===== src/rtl/wb_write_queue.sv =====
// Register-file write port arbiter: primary WB writes win; secondary results queue.
// WBQ_BYPASS_EN lets a secondary result write in the same cycle when the port is idle.
module wb_write_queue #(
    parameter int DEPTH = 4
) (
    input  logic                    clock,
    input  logic                    reset,
    input  logic                    p_regwrite,
    input  logic [4:0]              p_writereg,
    input  logic [31:0]             p_writedata,
    input  logic                    s_valid,
    output logic                    s_ready,
    input  logic [4:0]              s_writereg,
    input  logic [31:0]             s_writedata,
    output logic                    regwrite,
    output logic [4:0]              writereg,
    output logic [31:0]             writedata,
    input  logic [4:0]              qreg1,
    input  logic [4:0]              qreg2,
    output logic                    pend1,
    output logic                    pend2,
    output logic [$clog2(DEPTH):0]  count
);

    localparam int AW = $clog2(DEPTH);
    localparam int CW = AW + 1;

    logic [4:0]       q_reg  [DEPTH];
    logic [31:0]      q_data [DEPTH];
    logic [DEPTH-1:0] q_vld;
    logic [AW-1:0]    rd_ptr;
    logic [AW-1:0]    wr_ptr;
    logic [CW-1:0]    cnt;

    logic p_act;
    logic q_any;
    logic byp;
    logic enq;
    logic deq;

    assign p_act   = p_regwrite && (p_writereg != 5'd0);
    assign q_any   = (cnt != '0);
    assign s_ready = !reset && (cnt < CW'(DEPTH));

`ifdef WBQ_BYPASS_EN
    assign byp = !reset && !q_any && !p_act && s_valid && (s_writereg != 5'd0);
`else
    assign byp = 1'b0;
`endif

    // Writes to r0 are handshaken but dropped; bypassed results never occupy a slot.
    assign enq = s_valid && s_ready && (s_writereg != 5'd0) && !byp;
    assign deq = !reset && !p_act && q_any;

    assign count = cnt;

    always_comb begin
        regwrite  = 1'b0;
        writereg  = 5'd0;
        writedata = 32'd0;
        if (!reset) begin
            if (p_act) begin
                regwrite  = 1'b1;
                writereg  = p_writereg;
                writedata = p_writedata;
            end else if (q_any) begin
                regwrite  = 1'b1;
                writereg  = q_reg[rd_ptr];
                writedata = q_data[rd_ptr];
            end else if (byp) begin
                regwrite  = 1'b1;
                writereg  = s_writereg;
                writedata = s_writedata;
            end
        end
    end

    // The head stays pending through the cycle it is being written.
    always_comb begin
        pend1 = 1'b0;
        pend2 = 1'b0;
        for (int i = 0; i < DEPTH; i++) begin
            if (q_vld[i] && (q_reg[i] == qreg1)) pend1 = 1'b1;
            if (q_vld[i] && (q_reg[i] == qreg2)) pend2 = 1'b1;
        end
        if (reset || (qreg1 == 5'd0)) pend1 = 1'b0;
        if (reset || (qreg2 == 5'd0)) pend2 = 1'b0;
    end

    always_ff @(posedge clock) begin
        if (enq) begin
            q_reg[wr_ptr]  <= s_writereg;
            q_data[wr_ptr] <= s_writedata;
        end
    end

    always_ff @(posedge clock or posedge reset) begin
        if (reset) begin
            rd_ptr <= '0;
            wr_ptr <= '0;
            cnt    <= '0;
            q_vld  <= '0;
        end else begin
            if (enq) begin
                wr_ptr        <= wr_ptr + 1'b1;
                q_vld[wr_ptr] <= 1'b1;
            end
            if (deq) begin
                rd_ptr        <= rd_ptr + 1'b1;
                q_vld[rd_ptr] <= 1'b0;
            end
            case ({enq, deq})
                2'b10:   cnt <= cnt + 1'b1;
                2'b01:   cnt <= cnt - 1'b1;
                default: cnt <= cnt;
            endcase
        end
    end

endmodule

===== config.mk =====
export PLATFORM = sky130hd
export DESIGN_NAME = wb_write_queue
export DESIGN_NICKNAME = d
export VERILOG_FILES = /design/src/rtl/wb_write_queue.sv
export SDC_FILE = /design/constraint.sdc
export NUM_CORES = 1
export LEC_CHECK = 0
export ABC_CLOCK_PERIOD_IN_PS = 5860
export CAP_MARGIN = 20
export CORE_ASPECT_RATIO = 1.1
export CORE_UTILIZATION = 52
export CTS_CLUSTER_SIZE = 30
export DETAILED_ROUTE_END_ITERATION = 10
export PLACE_DENSITY = 0.8
export SYNTH_ARGS = -nofsm -noshare
export SYNTH_HDL_FRONTEND = slang
export SYNTH_SLANG_ARGS = --single-unit

===== constraint.sdc =====
create_clock -name clock -period 5.86 [get_ports clock]
set_input_delay 0.879 -clock clock [delete_from_list [all_inputs] [get_ports clock]]
set_output_delay 0.879 -clock clock [all_outputs]
set_load 0.05 [all_outputs]

==> results.yml <==
outcome:
  status: "finished with violations"
  violations: "DRC"
detailed_routing:
  drc: 11
  drt_iter0_drc: 292
  routed_wl_mm: 14.7
  wl_met1_mm: 5.95
  ant_nets: 0
  viasPerCell: 5.86
  drt-pass1-iter-count: 10
  routed-wl-met3_um: 670
  num_vias: 3902
  top_layer_used: "met4"
  wl_met2_mm: 7.81
  wl_per_cell_um: 22.0
cts:
  h-tree-depth: 4
  worstSkewPairLatency_ns: 0.41
  clock-root-buffer: "clkbuf_16"
  ctsHoldBuffers: 0
  clk_path_buf_depth: 2
  post_cts_buffers: 0
  clk_pin_slew_ns: 0.06
  clock_sinks: 159
  cts_inserted_buffers: 17
  cts_tree: "yes"
  cts.repair.resized: 0
final_layout:
  antenna_cells: 0
  final_common_cell: "edfxtp_1"
  instances_no_fill: 666
  final_cell_mix: "148 x edfxtp_1, 131 x clkdlybuf4s50_1, 37 x mux4_2, 37 x a22o_1, 33 x xor2_1"
  nets: 594
  syn_to_final_growth_pct: 29.4
  drive_gt1_share_pct: 16.1
  fill_cells: 824
  largest_reg_flops: 128
global_route:
  globalRouteTotalUtil_pct: 22.8
  grt_pass1_vias: 4143
  grt_overflow: 0
  grt_first_pass_wirelength_mm: 22.7
  grt_antenna_before_repair: 0
  grt_max_degree: 42
hold_path:
  min_path_type: "reg2reg"
  worstHoldStart: "count[2]$_DFFE_PP0P_"
  min_to: "count[2]$_DFFE_PP0P_"
  hold_depth: 1
critical_path:
  path_common_cell: "clkdlybuf4s50_1"
  r2r_end: "q_data[1][7]$_DFFE_PP_"
  cp_top_family: "buffers and inverters"
  critPathKind: "in2out"
  start_kind: "primary input"
  crit_fanout: 23
  path_depth: 8
  end_kind: "primary output"
  r2r-start: "count[2]$_DFFE_PP0P_"
  worst-r2r-cell-count: 4
  crit_arrival_ns: 3.74
  cp.required_ns: 4.98
  cp_slowest_cell: "clkdlybuf4s50_1"
  crit_buf_inv: 4
  crit_chain: "clkdlybuf4s50_1, or4_1, o21ai_2, inv_2, nor3_4, buf_4, a22o_1, clkdlybuf4s50_1"
  reg2reg_slack_ns: 3.39
  max_stage_delay_ns: 0.82
sta:
  rsz0062_at_grt: "no"
  fin_skew_ns: 0.00715
  setup_tns_ns: 0
  worst_pin_slew_ns: 1.07
  maxSlewViolCount: 0
  hold_viol_final: 0
  period_minus_slack_ns: 4.62
  max_freq_ghz: 0.217
  setup_viol: 0
  relSlewSlack_pct: 28.5
  period_share_pct: 78.8
synthesis:
  synthCells: 367
  synth_top_family_by_area: "multiplexers"
  syn-mean-instance-area_um2: 18.7
  synth-compound-area-share_pct: 6.09
  syn_area_mm2: 0.00686
  ys_ff_latch: 159
  synth_xor_area_share_pct: 5.74
  yosysUniqueCellTypes: 30
  yosys.area_share.adder_pct: 1.93
  yosysWarnings: 0
  synth_simple_gate_area_share_pct: 2.70
  synth.area.mux_share_pct: 12.5
  ys_seq_area_share_pct: 68.8
  synth_nets: 465
floorplanning:
  die_y_um: 122
  dieWidth_um: 112
  core_area_mm2: 0.0128
  rows: 43
  initial_utilization_pct: 53.8
  ioPinCount: 132
  die_area_mm2: 0.0137
power_and_ir_drop:
  peakVddDrop_uv: 295
  power_leakage_nw: 3.00
  powerDensity_mw_per_mm2: 418
job:
  maxCapViolations: 0
placed_design:
  dp_hpwl_mm: 9.29
  portBuffers: 131
  dp.cells: 633
  place_congestion: 0.868
-- worst max-delay path by stage --
| stage | start | end |
|---|---|---|
| floorplan | p_writereg[0] | writedata[26] |
| global placement | p_writereg[0] | writereg[2] |
| detailed placement | p_writereg[0] | writedata[11] |
| CTS | p_writereg[0] | writedata[11] |
| global route | p_writereg[0] | writedata[11] |
| finish | p_writereg[0] | writedata[11] |
-- metal layers --
metal | global-route usage, % | vias up
met5 | 0 | -
met4 | 7.18 | 0
met3 | 6.91 | 19
met2 | 39.3 | 129
met1 | 27.9 | 2004
li1 | - | 1750
-- final cells by class --
class                      count  area, um^2  area share (%)
clock buffer                  17         425            4.79
sequential                   159        4720            53.2
inverter                       7        26.3           0.296
timing repair buffer         135        1350            15.2
tap                          157         196            2.21
clock inverter                15         161            1.82
multi-input combinational    176        2000            22.5
-- synth_stat cells --
library cell | instances | area (um^2)
edfxtp_1 | 148 | 4440
a22o_1 | 37 | 324
mux4_2 | 37 | 833
xor2_1 | 33 | 289
clkbuf_1 | 17 | 63.8
xnor2_1 | 12 | 105
dfrtp_1 | 11 | 275
ha_1 | 9 | 113
nor4_1 | 8 | 50.1
inv_1 | 6 | 22.5
buf_6 | 5 | 56.3
a2bb2oi_1 | 4 | 35.0
a31oi_1 | 4 | 25.0
and2_1 | 4 | 25.0
nand3_1 | 4 | 20.0
nor2_1 | 4 | 15.0
buf_1 | 3 | 11.3
o21ai_0 | 3 | 15.0
or4_1 | 3 | 22.5
a21oi_1 | 2 | 10.0
and3_1 | 2 | 12.5
nand2_1 | 2 | 7.51
nor3_1 | 2 | 10.0
fa_1 | 1 | 20.0
inv_2 | 1 | 3.75
mux2_1 | 1 | 11.3
mux2_2 | 1 | 11.3
nor2b_1 | 1 | 6.26
nor3_4 | 1 | 16.3
o21ai_2 | 1 | 8.76
-- per-stage QoR --
stage | total power [W] | instance area, um^2 | hold slack [ns] | utilization, % | setup WS, ns
4_1_cts | 0.00373 | 8860 | 0.537 | 69.5 | 1.23
6_report | 0.00371 | 8880 | 0.537 | 69.7 | 1.24
3_3_place_gp | 0.00263 | 8280 | 0.512 | 64.9 | 1.32
2_1_floorplan | 0.00229 | 6860 | 0.518 | - | 2.40
3_5_place_dp | 0.00266 | 8280 | 0.528 | 64.9 | 1.24
5_1_grt | 0.00387 | 8880 | 0.569 | 69.7 | 1.09
-- cell families (layout without fill, tap and decap cells) --
group | count (synthesis) | count (layout)
XOR/XNOR | 45 | 45
AO/OA/AOI/OAI | 51 | 51
buffers and inverters | 32 | 174
AND/OR/NAND/NOR | 31 | 31
flip-flops | 159 | 159
adder cells (fa/ha/maj) | 10 | 10
multiplexers | 39 | 39
-- worst register-to-register path: cells and delay by family, from the launching register on --
kind / cells / cell delay, ns
simple gates: 3 / 1.21
compound gates: 1 / 0.43
flops: 1 / 0.42
-- report_power, final --
| group | switching (W) | total [W] | internal, W |
|---|---|---|---|
| Sequential | 0.000145 | 0.00152 | 0.00137 |
| Clock | 0.000440 | 0.00107 | 0.000632 |
| Combinational | 0.000590 | 0.00113 | 0.000536 |
Note: power is estimated with default switching activity, not from simulation.
